==> src/rtl/seg7_scan_ctrl_pkg.sv <==
// seg7_pkg: register map, control bit positions and hex font
// shared by the 7-segment scan controller and its timer.
package seg7_pkg;

    localparam int NUM_DIGITS = 4;
    localparam int IDX_W      = $clog2(NUM_DIGITS);

    localparam logic [31:0] DIG0_OFS = 32'h00;
    localparam logic [31:0] DIG1_OFS = 32'h04;
    localparam logic [31:0] DIG2_OFS = 32'h08;
    localparam logic [31:0] DIG3_OFS = 32'h0C;
    localparam logic [31:0] CTRL_OFS = 32'h10;

    localparam int CTRL_EN        = 0;
    localparam int CTRL_BRIGHT_LO = 1;
    localparam int CTRL_BRIGHT_HI = 3;
    localparam int CTRL_HEX       = 4;

    localparam logic [2:0] BRIGHT_RST = 3'd7;

    // Segments g..a, entry n is the glyph for hex digit n.
    localparam logic [15:0][6:0] HEX_FONT = {
        7'h71, 7'h79, 7'h5E, 7'h39,
        7'h7C, 7'h77, 7'h6F, 7'h7F,
        7'h07, 7'h7D, 7'h6D, 7'h66,
        7'h4F, 7'h5B, 7'h06, 7'h3F
    };

endpackage

==> src/rtl/seg7_scan_ctrl_if.sv <==
// seg7_scan_ctrl_if: MCS IO-bus signals between the bus master
// and the 7-segment display peripheral.
interface seg7_scan_ctrl_if;

    logic [31:0] IO_Address;
    logic        IO_Addr_Strobe;
    logic [3:0]  IO_Byte_Enable;
    logic [31:0] IO_Write_Data;
    logic        IO_Write_Strobe;
    logic        IO_Read_Strobe;
    logic [31:0] IO_Read_Data;
    logic        IO_Ready;

    modport master (
        output IO_Address,
        output IO_Addr_Strobe,
        output IO_Byte_Enable,
        output IO_Write_Data,
        output IO_Write_Strobe,
        output IO_Read_Strobe,
        input  IO_Read_Data,
        input  IO_Ready
    );

    modport slave (
        input  IO_Address,
        input  IO_Addr_Strobe,
        input  IO_Byte_Enable,
        input  IO_Write_Data,
        input  IO_Write_Strobe,
        input  IO_Read_Strobe,
        output IO_Read_Data,
        output IO_Ready
    );

endinterface

==> src/rtl/seg7_scan_timer.sv <==
// seg7_scan_timer: digit-slot prescaler, digit index and the
// PWM brightness gate for the multiplexed display.
module seg7_scan_timer
    import seg7_pkg::*;
#(
    parameter int SCAN_BITS = 16
) (
    input  logic             clk,
    input  logic             rst,
    input  logic             en,
    input  logic [2:0]       bright,
    output logic [IDX_W-1:0] idx,
    output logic             lit
);

    logic [SCAN_BITS-1:0] cnt;

    always_ff @(posedge clk or posedge rst) begin
        if (rst) begin
            cnt <= '0;
            idx <= '0;
        end else if (!en) begin
            cnt <= '0;
            idx <= '0;
        end else begin
            cnt <= cnt + 1'b1;
            if (&cnt) begin
                idx <= idx + 1'b1;
            end
        end
    end

    // Top three prescaler bits form an 8-step PWM phase per slot.
    assign lit = en && (cnt[SCAN_BITS-1 -: 3] <= bright);

endmodule

==> src/rtl/seg7_scan_ctrl.sv <==
// seg7_scan_ctrl: IO-bus 4-digit multiplexed 7-segment controller.
// Define SEG7_HEX_DECODE_EN to add the CTRL.HEX font decode.
module seg7_scan_ctrl
    import seg7_pkg::*;
#(
    parameter logic [31:0] BASE_ADDR = 32'hc000_0000,
    parameter int          SCAN_BITS = 16
) (
    input  logic            CLK,
    input  logic            RST,
    seg7_scan_ctrl_if.slave bus,
    output logic [7:0]      nSEG,
    output logic [3:0]      nAN
);

    logic [7:0]       dig [NUM_DIGITS];
    logic             en;
    logic [2:0]       bright;
    logic             hex;
    logic [31:0]      ofs;
    logic             wr;
    logic             rd;
    logic             acc;
    logic [31:0]      rdata;
    logic [IDX_W-1:0] idx;
    logic             lit;
    logic [7:0]       pat;
    logic             unused;

    assign ofs = bus.IO_Address - BASE_ADDR;
    assign acc = bus.IO_Addr_Strobe
               & (bus.IO_Read_Strobe | bus.IO_Write_Strobe);
    assign rd  = bus.IO_Addr_Strobe & bus.IO_Read_Strobe;
    assign wr  = bus.IO_Addr_Strobe & bus.IO_Write_Strobe
               & bus.IO_Byte_Enable[0];

    assign unused = ^{bus.IO_Write_Data, bus.IO_Byte_Enable};

    always_ff @(posedge CLK or posedge RST) begin
        if (RST) begin
            for (int i = 0; i < NUM_DIGITS; i++) begin
                dig[i] <= '0;
            end
            en     <= 1'b0;
            bright <= BRIGHT_RST;
        end else if (wr) begin
            case (ofs)
                DIG0_OFS: dig[0] <= bus.IO_Write_Data[7:0];
                DIG1_OFS: dig[1] <= bus.IO_Write_Data[7:0];
                DIG2_OFS: dig[2] <= bus.IO_Write_Data[7:0];
                DIG3_OFS: dig[3] <= bus.IO_Write_Data[7:0];
                CTRL_OFS: begin
                    en     <= bus.IO_Write_Data[CTRL_EN];
                    bright <= bus.IO_Write_Data[CTRL_BRIGHT_HI:CTRL_BRIGHT_LO];
                end
                default: ;
            endcase
        end
    end

`ifdef SEG7_HEX_DECODE_EN
    always_ff @(posedge CLK or posedge RST) begin
        if (RST) begin
            hex <= 1'b0;
        end else if (wr && ofs == CTRL_OFS) begin
            hex <= bus.IO_Write_Data[CTRL_HEX];
        end
    end
`else
    assign hex = 1'b0;
`endif

    always_comb begin
        rdata = '0;
        case (ofs)
            DIG0_OFS: rdata[7:0] = dig[0];
            DIG1_OFS: rdata[7:0] = dig[1];
            DIG2_OFS: rdata[7:0] = dig[2];
            DIG3_OFS: rdata[7:0] = dig[3];
            CTRL_OFS: rdata[CTRL_HEX:0] = {hex, bright, en};
            default: ;
        endcase
    end

    always_ff @(posedge CLK or posedge RST) begin
        if (RST) begin
            bus.IO_Ready     <= 1'b0;
            bus.IO_Read_Data <= '0;
        end else begin
            bus.IO_Ready <= acc;
            if (rd) begin
                bus.IO_Read_Data <= rdata;
            end
        end
    end

    seg7_scan_timer #(
        .SCAN_BITS(SCAN_BITS)
    ) u_timer (
        .clk   (CLK),
        .rst   (RST),
        .en    (en),
        .bright(bright),
        .idx   (idx),
        .lit   (lit)
    );

    always_comb begin
        pat = dig[idx];
`ifdef SEG7_HEX_DECODE_EN
        if (hex) begin
            pat = {dig[idx][7], HEX_FONT[dig[idx][3:0]]};
        end
`endif
    end

    // Registered drivers keep the anode/segment edges glitch-free.
    always_ff @(posedge CLK or posedge RST) begin
        if (RST) begin
            nSEG <= 8'hFF;
            nAN  <= 4'hF;
        end else if (lit) begin
            nSEG <= ~pat;
            nAN  <= ~(4'b0001 << idx);
        end else begin
            nSEG <= 8'hFF;
            nAN  <= 4'hF;
        end
    end

endmodule

==> src/flat_wrapper.sv <==
// flat-port wrapper written by rule: the top's interface ports become plain ports
module seg7_scan_ctrl_flat import seg7_pkg::*;
#(
    parameter logic [31:0] BASE_ADDR = 32'hc000_0000,
    parameter int          SCAN_BITS = 16
)
  (CLK, RST, nSEG, nAN, bus_IO_Address, bus_IO_Addr_Strobe, bus_IO_Byte_Enable, bus_IO_Write_Data, bus_IO_Write_Strobe, bus_IO_Read_Strobe, bus_IO_Read_Data, bus_IO_Ready);
  seg7_scan_ctrl_if bus_i ();
  input  logic CLK;
  input  logic RST;
  output logic [7:0] nSEG;
  output logic [3:0] nAN;
  input wire logic [$bits(bus_i.IO_Address)-1:0] bus_IO_Address;
  input wire logic [$bits(bus_i.IO_Addr_Strobe)-1:0] bus_IO_Addr_Strobe;
  input wire logic [$bits(bus_i.IO_Byte_Enable)-1:0] bus_IO_Byte_Enable;
  input wire logic [$bits(bus_i.IO_Write_Data)-1:0] bus_IO_Write_Data;
  input wire logic [$bits(bus_i.IO_Write_Strobe)-1:0] bus_IO_Write_Strobe;
  input wire logic [$bits(bus_i.IO_Read_Strobe)-1:0] bus_IO_Read_Strobe;
  output wire logic [$bits(bus_i.IO_Read_Data)-1:0] bus_IO_Read_Data;
  output wire logic [$bits(bus_i.IO_Ready)-1:0] bus_IO_Ready;
  assign bus_i.IO_Address = bus_IO_Address;
  assign bus_i.IO_Addr_Strobe = bus_IO_Addr_Strobe;
  assign bus_i.IO_Byte_Enable = bus_IO_Byte_Enable;
  assign bus_i.IO_Write_Data = bus_IO_Write_Data;
  assign bus_i.IO_Write_Strobe = bus_IO_Write_Strobe;
  assign bus_i.IO_Read_Strobe = bus_IO_Read_Strobe;
  assign bus_IO_Read_Data = bus_i.IO_Read_Data;
  assign bus_IO_Ready = bus_i.IO_Ready;
  seg7_scan_ctrl #(.BASE_ADDR(BASE_ADDR), .SCAN_BITS(SCAN_BITS)) u_core (.CLK(CLK), .RST(RST), .bus(bus_i), .nSEG(nSEG), .nAN(nAN));
endmodule
==> config.mk <==
export PLATFORM = sky130hd
export DESIGN_NAME = seg7_scan_ctrl_flat
export DESIGN_NICKNAME = d
export VERILOG_FILES = /design/src/rtl/seg7_scan_ctrl_pkg.sv /design/src/rtl/seg7_scan_ctrl_if.sv /design/src/rtl/seg7_scan_timer.sv /design/src/rtl/seg7_scan_ctrl.sv /design/src/flat_wrapper.sv
export SDC_FILE = /design/constraint.sdc
export NUM_CORES = 1
export LEC_CHECK = 0
export CORE_MARGIN = 2
export CORE_UTILIZATION = 45
export DETAILED_ROUTE_END_ITERATION = 16
export GPL_TIMING_DRIVEN = 1
export PLACE_DENSITY = 0.78
export RECOVER_POWER = 25
export REMOVE_ABC_BUFFERS = 1
export SLEW_MARGIN = 0
export SYNTH_ARGS = -nofsm -noshare
export SYNTH_HDL_FRONTEND = slang
export SYNTH_SLANG_ARGS = --single-unit
==> constraint.sdc <==
create_clock -name CLK -period 2.9 [get_ports CLK]
set_input_delay 0.58 -clock CLK [delete_from_list [all_inputs] [get_ports CLK]]
set_output_delay 0.58 -clock CLK [all_outputs]
set_load 0.02 [all_outputs]
# == Word-level counts from Yosys, hierarchy flattened ==
# Cells that the tools add are included.
# op_classes
n_addsub,3
magnitude_cmp,2
eq_ne,5
shifts,1
mux,10
n_bitwise,8
n_reduce_logical,8
# ops
cell,n
$eq A32 B4 Y1 const B,2
$eq A32 B3 Y1 const B,1
$eq A32 B5 Y1 const B,1
$logic_not A32 Y1,1
$sub A32 B32 Y32 const B,1
$pmux W5 S5,1
$mux W8,3
$add A16 B1 Y16 const B,1
$bmux W8 S2,1
$mux W16,1
$reduce_and A16 Y1,1
$pmux W3 S4,1
$reduce_and A2 Y1,5
$not A8 Y8,1
$and A1 B1 Y1,4
$mux W2,2
$mux W4,1
$not A4 Y4,1
$shl A1 B2 Y4 const A,1
$ge A3 B3 Y1 const B,1
$le A3 B3 Y1,1
$not A2 Y3,1
$add A2 B1 Y2 const B,1
$ne A2 B2 Y1 const B,1
other kinds (2),2
# totals
regBits,75
wordCells,49

# == Logic depth before layout (Yosys ltp) ==
# depth
ltp_word,6
mapped_depth,8
ltp_nobuf,7

# == Hierarchy ==
# From an unflattened synthesis, not the netlist that was laid out.
# hier_totals
hier_cells,304
area_unflattened_um2,3983.8
# modules_own_cells
module,n_inst,cells_each,area_per_inst_um2
seg7_scan_ctrl,1,206,2976.6
seg7_scan_timer,1,98,1007.2

# == Worst setup path before layout ==
# OpenSTA, ideal clock, no wires.
# synth_path
path_kind,in2reg
from,input bus_IO_Address[23]
to,register u_core.en
setup_time_ns,0.125
t_arrival_ns,2.165
required_ns,2.775
setup_slack_ns,0.610
stages,5
path_cell_list,or4_4 or3_1 buf_6 nor2_1 mux2_2
# synth_between
elab_chain_cells,3
# synth_rtl
element,line,text
start: declaration,flat_wrapper.sv:13,input wire logic [$bits(bus_i.IO_Address)-1:0] bus_IO_Address;
$sub A32 B32 Y32,seg7_scan_ctrl.sv:30,assign ofs = bus.IO_Address - BASE_ADDR;
$eq A32 B5 Y1,seg7_scan_ctrl.sv:47,case (ofs)
$reduce_and A2 Y1 (no line),-,
end signal: assignment,seg7_scan_ctrl.sv:53,en <= bus.IO_Write_Data[CTRL_EN];
end: declaration,seg7_scan_ctrl.sv:17,logic en;
# No other way between the ends.
# A chain may end at the register's enable or synchronous reset.

# == Worst setup path after layout ==
# layout_path
from,input bus_IO_Address[23]
to,register u_core.bus.IO_Read_Data[1]
# layout_between
elab_chain_cells,3
elab_cells_between_ends,7
# layout_rtl
element,line,text
$sub A32 B32 Y32 *,seg7_scan_ctrl.sv:30,
$eq A32 B5 Y1 (tied with other cells),seg7_scan_ctrl.sv:75,case (ofs)
$pmux W5 S5 *,seg7_scan_ctrl.sv:75,
end signal: assignment,seg7_scan_ctrl.sv:92,bus.IO_Read_Data <= rdata;
end: declaration,seg7_scan_ctrl_if.sv:32,"output IO_Read_Data,"
# Mark *: on every way between the ends. The rest lies on a longest branch, timed or not.

==> impl_results.md <==
- CTS max path bufs: 2
- Critical-path maximum fanout: 6
- Period minus WS final: roughly 2400 ps
- Initial core utilization: 46.5%
- Worst hold path type: reg2reg
- Cell Area, Synth: about 0.0038 mm2
- WL met1: 3.45 mm
- Global Route Usage Sum: 18.2%
- Antenna Violating Nets Remaining: 0
- Sequential cell area fraction in the yosys report: about 50%
- Post-Place Cells: 472
- DRT iter0 DRCs: 95
- Fin crit share: between 80 and 90%
- CTS Buf Count: 9
- Worst setup SP type: input pin
- Largest net degree at the start of global routing: 76
- Post-route cell area: between 0.004 and 0.005 mm2
- Fin worst setup slack: 464 ps
- Antenna diode count: 0
- Max Freq: 410 MHz
- P&R area growth vs syn: 24.2%
- Synth top area share: 39.1%
- Worst-Skew Late Latency: 340 ps
- YS warnings: 0
- Unrepaired setup endpoints after global routing: false
- Cell count after synthesis: 304
- First-pass GRT wire length: between 10 and 15 mm
- Final nets: about 460
- Crit. End Element: flip-flop
- Drt drc: 0
- # hold bufs at CTS: 0
- CTS H-tree lvls: 3
- Clock-pin transition on the worst setup and hold timing paths: 70 ps
- Arrival time worst endpoint: 2710 ps
- Worst hold path depth: 1
- Quantity of gates resized following cts: 0
- Total core area: 0.00826 mm2
- Drt total wl: 7.67 mm
- Main synth FF type: dfrtp_1
- Vias in the first global route: 2574
- Least-Margin Pin Slew: 1800 ps
- Lkg Pwr: between 2 and 2.5 nW
- Die X: between 90 and 100 um
- Final core occ: 57.8%
- Synth cell types: 38
- Slew Limit Fails: 76
- R2R cell count: 7
- Clock sinks: 75
- Post-synth EDFFs: 0
- DR pass1 iterations: 4
- Hold Violations, Final: 0
- Metal2 WL: ~3.7 mm
- Status: finished, violations left
- # IOs: between 100 and 150
- Die height: 96.4 um
- Highest metal used: met4
- CTS Root Cell: clkbuf_8
- Total of max-cap violations: 1
- Clock Skew: 9.42 ps
- Count leader, synth: dfrtp_1
- Yosys reg bits: 75
- Post-DP HPWL: 5.45 mm
- Violations in the final reports: capacitance limit, slew limit
- Critical path class: in2reg
- Final setup violation count: 0
- Worst vdd ir: 0.219 mV
- Synth async-reset ratio: 100%
- Largest cells by area after synthesis: dfrtp_1 39%, mux2_2 12%, dfstp_2 10%
- Vias/cell: 5.31
- Cell taking the most area after synthesis: dfrtp_1
- Total gr overflow: 0
- TritonCTS clock tree: built
- Power Density: 440 mW/mm2
- Max_slew headroom: -20.3%
- Placed Area: between 0.004 and 0.005 mm2
- WP data required: between 3000 and 4000 ps
- Routed wl met3: 463 um
- Final setup TNS: 0 ps
- Via count: ~2600
- Row count: 33
- Synth cell count leaders: 60 x dfrtp_1, 40 x mux2_2, 24 x buf_4, 19 x nand2_1, 15 x dfstp_2
- Pre-CTS WS: 93.9 ps
- Gpl congestion: 0.777
- # Post-CTS Setup Buffers: 0
- WL/cell: between 15 and 20 um
- Syn Area/Cell: 12.6 um2
- Share of cells above drive strength 1: 25.8%
- Die Area: between 0.009 and 0.01 mm2
- Number of buffers added on ports: 66
- Final non-filler cell total: 488
- Initial antenna violation count: 0
## layer usage
layer / global-route usage (%) / up-vias
li1: - / 1192
met1: 24.1 / 1295
met2: 29.1 / 98
met3: 4.89 / 7
met4: 6.34 / 0
met5: 0 / -
## area by class of cell
cell class,instances,area (um2)
Inverter,6,22.5
Multi-Input combinational cell,210,1760
Fill cell,672,3490
Sequential cell,75,1900
Timing Repair Buffer,76,733
Tap cell,105,131
Clock buffer,12,155
Clock inverter,4,72.6
## logic make-up after synthesis
group / Yosys count / share of synthesized area [%]
AND/OR/NAND/NOR: 90 / 14.6
AO/OA/AOI/OAI: 22 / 4.36
XOR/XNOR: 14 / 3.19
flip-flops: 75 / 49.3
other: 1 / 0.0976
buffers and inverters: 42 / 7.07
multiplexers: 52 / 18.8
adder cells (fa/ha/maj): 8 / 2.61
## metrics by stage
stage	total power (W)	hold WS [ps]
after floorplan	0.00113	432
after global placement	0.00122	449
after detailed placement	0.00122	453
after CTS	0.00212	464
after global routing	0.00219	494
final	0.00210	467
## worst paths after layout
check | startpoint | endpoint | slack [ps]
min in group asynchronous | RST | u_core.u_timer.cnt[6] | 1150
setup / recovery | bus_IO_Address[23] | u_core.bus.IO_Read_Data[1] | 460
max in group asynchronous | RST | u_core.dig[22] | 650
hold / removal | u_core.u_timer.cnt[0] | u_core.u_timer.cnt[0] | 470
setup reg to reg | u_core.bright[1] | u_core.nSEG[1] | 890
hold reg to reg | u_core.u_timer.cnt[0] | u_core.u_timer.cnt[0] | 470
## cell usage in the layout, fill, tap and decap left out, types with 5 or more instances in the layout
master and count:
nor2_1 6, ha_1 8, dfrtp_1 60, inv_1 5
nand2_1 19, and2_1 14, buf_4 9, xor2_1 7
clkdlybuf4s50_1 65, nand3_1 10, nor4_1 5, clkbuf_8 11
dfstp_2 15, mux2_2 40, mux4_2 12, xnor2_1 7
nor3_1 9, conb_1 24
## sequential cells by signal, summed over array words and instances (netlist names)
name                     count
u_core.bus.IO_Read_Data      8
u_core.nAN                   4
u_core.nSEG                  8
u_core.bus.IO_Ready          1
u_core.en                    1
u_core.dig                  32
u_core.bright                3
u_core.u_timer.idx           2
u_core.u_timer.cnt          16
## power breakdown
part / switching [W] / internal [W]
Clock: 0.000374 / 0.000531
Combinational: 0.0000843 / 0.0000653
Sequential: 0.000000414 / 0.00105
Total: 0.000458 / 0.00164
## critical path, stage by stage
cell and delay, ps:
clkdlybuf4s50_1 430, or4_4 560, or3_1 380, buf_4 190
nor4_4 370, a221o_1 200
No activity file was read; power rests on OpenSTA's default activity.
==> RTL edit 1: new RTL, same settings <==
`SCAN_BITS` is set to 16 in 3 places; all go to 18.
--- a/src/rtl/seg7_scan_timer.sv
+++ b/src/rtl/seg7_scan_timer.sv
@@ -3,7 +3,7 @@
 module seg7_scan_timer
     import seg7_pkg::*;
 #(
-    parameter int SCAN_BITS = 16
+    parameter int SCAN_BITS = 18
 ) (
     input  logic             clk,
     input  logic             rst,
--- a/src/rtl/seg7_scan_ctrl.sv
+++ b/src/rtl/seg7_scan_ctrl.sv
@@ -4,7 +4,7 @@
     import seg7_pkg::*;
 #(
     parameter logic [31:0] BASE_ADDR = 32'hc000_0000,
-    parameter int          SCAN_BITS = 16
+    parameter int          SCAN_BITS = 18
 ) (
     input  logic            CLK,
     input  logic            RST,
--- a/src/flat_wrapper.sv
+++ b/src/flat_wrapper.sv
@@ -2,7 +2,7 @@
 module seg7_scan_ctrl_flat import seg7_pkg::*;
 #(
     parameter logic [31:0] BASE_ADDR = 32'hc000_0000,
-    parameter int          SCAN_BITS = 16
+    parameter int          SCAN_BITS = 18
 )
   (CLK, RST, nSEG, nAN, bus_IO_Address, bus_IO_Addr_Strobe, bus_IO_Byte_Enable, bus_IO_Write_Data, bus_IO_Write_Strobe, bus_IO_Read_Strobe, bus_IO_Read_Data, bus_IO_Ready);
   seg7_scan_ctrl_if bus_i ();
Function: no difference found for any inputs over 4 cycles, from zero or initial values and one cycle with RST high; that may be too few to reach the edited logic, so the function may still have changed.
==> RTL edit 1 against the unedited design <==
Sequential share of layout area shrank 0.48 points; routed wire length is 3.9% higher; die area is 2.5% higher; sequential cell count up 2; largest power group unchanged; power is 5.0% higher; cell count is 3.1% higher; worst setup slack lost 0.078 ns; final area increased by 3.9%; synthesized area up 2.6%; first-iteration DRC count increased by 48%; via count up 3.5%; clock power increased by 8.2%.
==> RTL edit 1: results (changes against the unedited design) <==
- Commonest cells in the netlist: dfrtp_1, mux2_2, buf_4, nand2_1, dfstp_2 (unchanged)
- Routability cong.: 0.7826 (was 0.7774)
- Hold WS: 0.4951 ns (was 0.4671 ns)
- HP Class: reg2reg (unchanged)
- Worst-Margin Slew: 0.8174 ns (was 1.805 ns)
- Root Buffer Master: clkbuf_8 (unchanged)
- Drt pass-1 iters: 4 (unchanged)
- R2r setup slk: 0.94 ns (was 0.89 ns)
- Drt initial violations: 141 (was 95)
- H-tree depth: 3 (unchanged)
- Initial antenna violation count: 0 (unchanged)
- Synth area leaders: dfrtp_1, mux2_2, dfstp_2 (unchanged)
- R2R Path End: u_core.nSEG[6] (was u_core.nSEG[1])
- Via density: 5.332 (was 5.311)
- Ratio of cells with drive above 1 in the final layout: 26.84% (was 25.85%)
- CTS clock-pin slew for the worst setup and hold paths: 0.08 ns
- Peak VDD IR: 0.2075 mV (was 0.2186 mV)
- Lkg Pwr: 0.002192 uW (was 0.002171 uW)
- Largest regs: u_core.dig: 32 flops, u_core.u_timer.cnt: 18 flops (was u_core.dig: 32 flops, u_core.u_timer.cnt: 16 flops)
- Post-CTS Resized: 0 (unchanged)
- Ant diodes: 0 (unchanged)
- CP startpoint: bus_IO_Address[8] (was bus_IO_Address[23])
- Status: complete, no violations (was finished, violations left)
- Filler cells: 687 (was 672)
- IO Port Bufs: 66 (unchanged)
- Worst reg2reg startpoint: u_core.bright[1] (unchanged)
- Total GRT Usage: 17.46% (was 18.21%)
- Hold Vio Cnt, Final: 0 (unchanged)
- Arrival @ worst endpoint: 2.79 ns (was 2.71 ns)
- Post-CTS setup buffer count: 0 (unchanged)
- Hold Crit Depth: 1 (unchanged)
- Reg2reg path depth: 7 (unchanged)
- Final Skew: 0.008000 ns (was 0.009422 ns)
- Warnings, synthesis: 0 (unchanged)
- Vias in the first global route: 2693 (was 2574)
- First-pass GRT wire length: 13120 um (was 12610 um)
- CP Max Fanout: 4 (was 6)
- Clock tree buffer depth: 2 (unchanged)
- Hold Path End: u_core.u_timer.cnt[0] (unchanged)
- Min-delay src: u_core.u_timer.cnt[0] (unchanged)
- CTS Buf Count: 9 (unchanged)
- Clock Latency Late Sink: 0.34 ns (about the same)
- Yosys cell types: 45 (was 38)
- Largest net degree at the start of global routing: 58 (was 76)
- Asr flop ratio synth: 100.0% (unchanged)
- DP Wirelength: 5724 um (was 5449 um)
- Nets: 471 (was 459)
- Drt total wl: 7966 um (was 7667 um)
- Sequential fraction of the synthesis area: 49.33% (about the same)
-- RTL edit 1: cell families after synthesis --
| family | count (synthesis) | share of synthesized area, % |
|---|---|---|
| simple gates | 93 | 15.01 |
| flops | 77 | 49.33 |
| mux | 53 | 18.53 |
| buf+inv | 44 | 6.662 |
| compound gates | 23 | 4.505 |
| xor+xnor | 15 | 3.331 |
| fa+ha+maj | 8 | 2.538 |
| other cells | 1 | 0.09509 |
-- RTL edit 1: per-stage QoR --
step                area (um2)  std cells  util, %  power, uW  setup slack [ns]
floorplan                 3794        300        -       1155            0.3781
global placement          4712        487    54.83       1249           0.08147
detailed placement        4712        487    54.83       1252           0.05324
CTS                       4959        503    57.70       2234            0.4104
global route              4959        503    57.70       2288            0.2798
finish                    4959        503    57.70       2207            0.3860
-- RTL edit 1: per-layer routing --
metal | GRT usage (%) | vias up | wire [um]
li1 | - | 1228 | -
met1 | 22.54 | 1349 | 3373
met2 | 28.97 | 95 | 4073
met3 | 4.317 | 10 | 428
met4 | 5.769 | 0 | 91
met5 | 0 | - | 0
-- RTL edit 1: worst max-delay path by stage --
stage	endpoint	slack (ns)
floorplan	u_core.bus.IO_Read_Data[0]	0.38
global placement	u_core.en	0.08
detailed placement	u_core.bus.IO_Read_Data[1]	0.05
CTS	u_core.bus.IO_Read_Data[1]	0.41
global route	u_core.en	0.28
finish	u_core.bus.IO_Read_Data[1]	0.39
-- RTL edit 1: area by class of cell --
class / count / share of cell area [%]
inverter: 7 / 0.5299
clock buffer: 9 / 2.498
tap: 108 / 2.725
multi-input combinational: 216 / 36.74
clock inverter: 7 / 2.473
sequential: 77 / 39.24
timing repair buffer: 79 / 15.80
-- RTL edit 1: worst max-delay path, stage by stage --
cell and delay (ns):
clkdlybuf4s50_1 0.40, nor4_1 0.30, nand4_1 0.24, or3_1 0.55
nor4_4 0.49, a221o_1 0.23
-- RTL edit 1: where the power goes --
| group | switching (uW) | internal (uW) |
|---|---|---|
| clock | 402 | 576 |
| combinational | 84.6 | 69.8 |
| sequential | 0.237 | 1070 |
==> RTL edit 2: new RTL, config.mk and constraints unchanged <==
Without the edit above. Register the output `nSEG` once more, cleared by the reset; this adds one clock of latency there. The other outputs are not delayed to match.
--- a/src/rtl/seg7_scan_ctrl.sv
+++ b/src/rtl/seg7_scan_ctrl.sv
@@ -12,6 +12,8 @@
     output logic [7:0]      nSEG,
     output logic [3:0]      nAN
 );
+
+    logic [7:0] nSEG_s0;
 
     logic [7:0]       dig [NUM_DIGITS];
     logic             en;
@@ -117,14 +119,22 @@
     // Registered drivers keep the anode/segment edges glitch-free.
     always_ff @(posedge CLK or posedge RST) begin
         if (RST) begin
-            nSEG <= 8'hFF;
+            nSEG_s0 <= 8'hFF;
             nAN  <= 4'hF;
         end else if (lit) begin
-            nSEG <= ~pat;
+            nSEG_s0 <= ~pat;
             nAN  <= ~(4'b0001 << idx);
         end else begin
-            nSEG <= 8'hFF;
+            nSEG_s0 <= 8'hFF;
             nAN  <= 4'hF;
+        end
+    end
+
+    always_ff @(posedge CLK or posedge RST) begin
+        if (RST) begin
+            nSEG <= '0;
+        end else begin
+            nSEG <= nSEG_s0;
         end
     end
 
Formal check against the unedited RTL: not equivalent (Yosys sat finds a counterexample within 4 cycles, from zero or initial values and one cycle with RST high).
==> RTL edit 2 against the unedited design <==
Worst setup slack improved by 0.26 ns; sequential cell count increased by 8; highest routed layer unchanged; routed wire length is 6.8% higher; power is 8.3% higher; synthesized area rose by 8.7%; final area increased by 8.7%; non-clock buffer count increased by 5; clock skew grew 0.0018 ns; clock power increased by 5.9%.
==> RTL edit 2: results (changes against the unedited design) <==
- Synth Area in Compound Gates: 3.296% (was 4.363%)
- Arrival @ worst endpoint: 2.43 ns (was 2.71 ns)
- Clock Latency Late Sink: 0.37 ns (was 0.34 ns)
- Largest net degree at the start of global routing: 55 (was 76)
- Post-route DRC: 0 (unchanged)
- Yosys cell types: 40 (was 38)
- Sequential fraction of the synthesis area: 50.19% (was 49.33%)
- CTS clock-pin slew for the worst setup and hold paths: 0.08 ns
- Comb power: 161 uW (was 150 uW)
- Max incr delay on CP: 0.67 ns (was 0.56 ns)
- Post-synthesis xor/xnor area fraction: 2.307% (was 3.191%)
- Cell family with the largest share of critical-path delay: buffers and inverters (was simple AND/OR/NAND/NOR gates)
- Worst-Margin Slew: 1.308 ns (was 1.805 ns)
- Share of power burned in registers: 50.9% (was 49.8%)
- CP Max Fanout: 7 (was 6)
- Commonest cells in the netlist: dfrtp_1, mux2_2, buf_4, nand3_1, nand2_1 (was dfrtp_1, mux2_2, buf_4, nand2_1, dfstp_2)
- Vias post-DR: 2762 (was 2592)
- Routed wire per std cell: 15.96 um (was 15.71 um)
- Placed cell areas: 4957 um2 (was 4559 um2)
- Filler cells: 732 (was 672)
- Post-synthesis mux area share: 19.54% (was 18.76%)
- Routability cong.: 0.7657 (was 0.7774)
- Nets: 478 (was 459)
- Total GRT Usage: 17.32% (was 18.21%)
- Root Buffer Master: clkbuf_8 (unchanged)
- Final Skew: 0.01121 ns (was 0.009422 ns)
- Psw: 545.8 uW (was 458.4 uW)
- CP startpoint: bus_IO_Addr_Strobe (was bus_IO_Address[23])
- Status: complete, no violations (was finished, violations left)
- First-pass GRT wire length: 13460 um (was 12610 um)
- Adder-Cell Fraction of Synth Area: 2.397% (was 2.605%)
- CP max stage cell: dlygate4sd3_1 (was or4_4)
- Worst reg2reg startpoint: u_core.bright[1] (unchanged)
- Peak VDD IR: 0.2764 mV (was 0.2186 mV)
- Min-delay src: u_core.nSEG_s0[2] (was u_core.u_timer.cnt[0])
- Synth area leaders: dfrtp_1, dfstp_2, mux4_2 (was dfrtp_1, mux2_2, dfstp_2)
- Lkg Pwr: 0.002239 uW (was 0.002171 uW)
- Drt initial violations: 77 (was 95)
[RTL edit 2: changes by cell type after synthesis, moves of 5 or more]
cell | unedited run | this run
dfrtp_1 | 60 | 68
mux2_2 | 40 | 28
nand3_1 | 10 | 19
mux2_4 | 0 | 8
o21ai_0 | 3 | 8
nand4_1 | 4 | 9
[RTL edit 2: metrics by stage]
step | std cells | setup slack, ns | utilization (%) | power (uW) | hold WS (ns)
6_report | 513 | 0.7245 | 56.95 | 2277 | 0.3928
3_3_place_gp | 497 | 0.3697 | 54.42 | 1340 | 0.3794
3_5_place_dp | 497 | 0.3473 | 54.42 | 1344 | 0.3816
4_1_cts | 513 | 0.7280 | 56.95 | 2295 | 0.3935
2_1_floorplan | 305 | 0.2080 | - | 1243 | 0.3793
5_1_grt | 513 | 0.5875 | 56.95 | 2349 | 0.3972
[RTL edit 2: final timing paths]
check | to | slack (ns) | cells past startpoint
worst max-delay path | u_core.dig[0] | 0.72 | 6
worst min-delay path | u_core.nSEG[2] | 0.39 | 0
worst max register to register | u_core.nSEG_s0[0] | 1.22 | 7
worst min register to register | u_core.nSEG[2] | 0.39 | 0
max in group asynchronous | u_core.bright[0] | 1.09 | 3
min in group asynchronous | u_core.nSEG[4] | 0.95 | 2
[RTL edit 2: final cells by class]
type / instances / area, um2 / share of cell area (%)
flip-flops and latches: 83 / 2096 / 40.40
multi-input cells: 213 / 1902 / 36.66
repair buffers: 81 / 785.8 / 15.15
well taps: 111 / 138.9 / 2.677
clock buffers: 9 / 123.9 / 2.388
clock inverters: 7 / 106.4 / 2.050
inverters: 9 / 35.03 / 0.6753
[RTL edit 2: metal layers]
metal  up-vias  global-route usage [%]  wire [um]
li1       1264                       -          -
met4         0                   7.903        170
met2        81                   27.88       4053
met3        17                   3.691        391
met1      1400                   22.59       3574
met5         -                       0          0
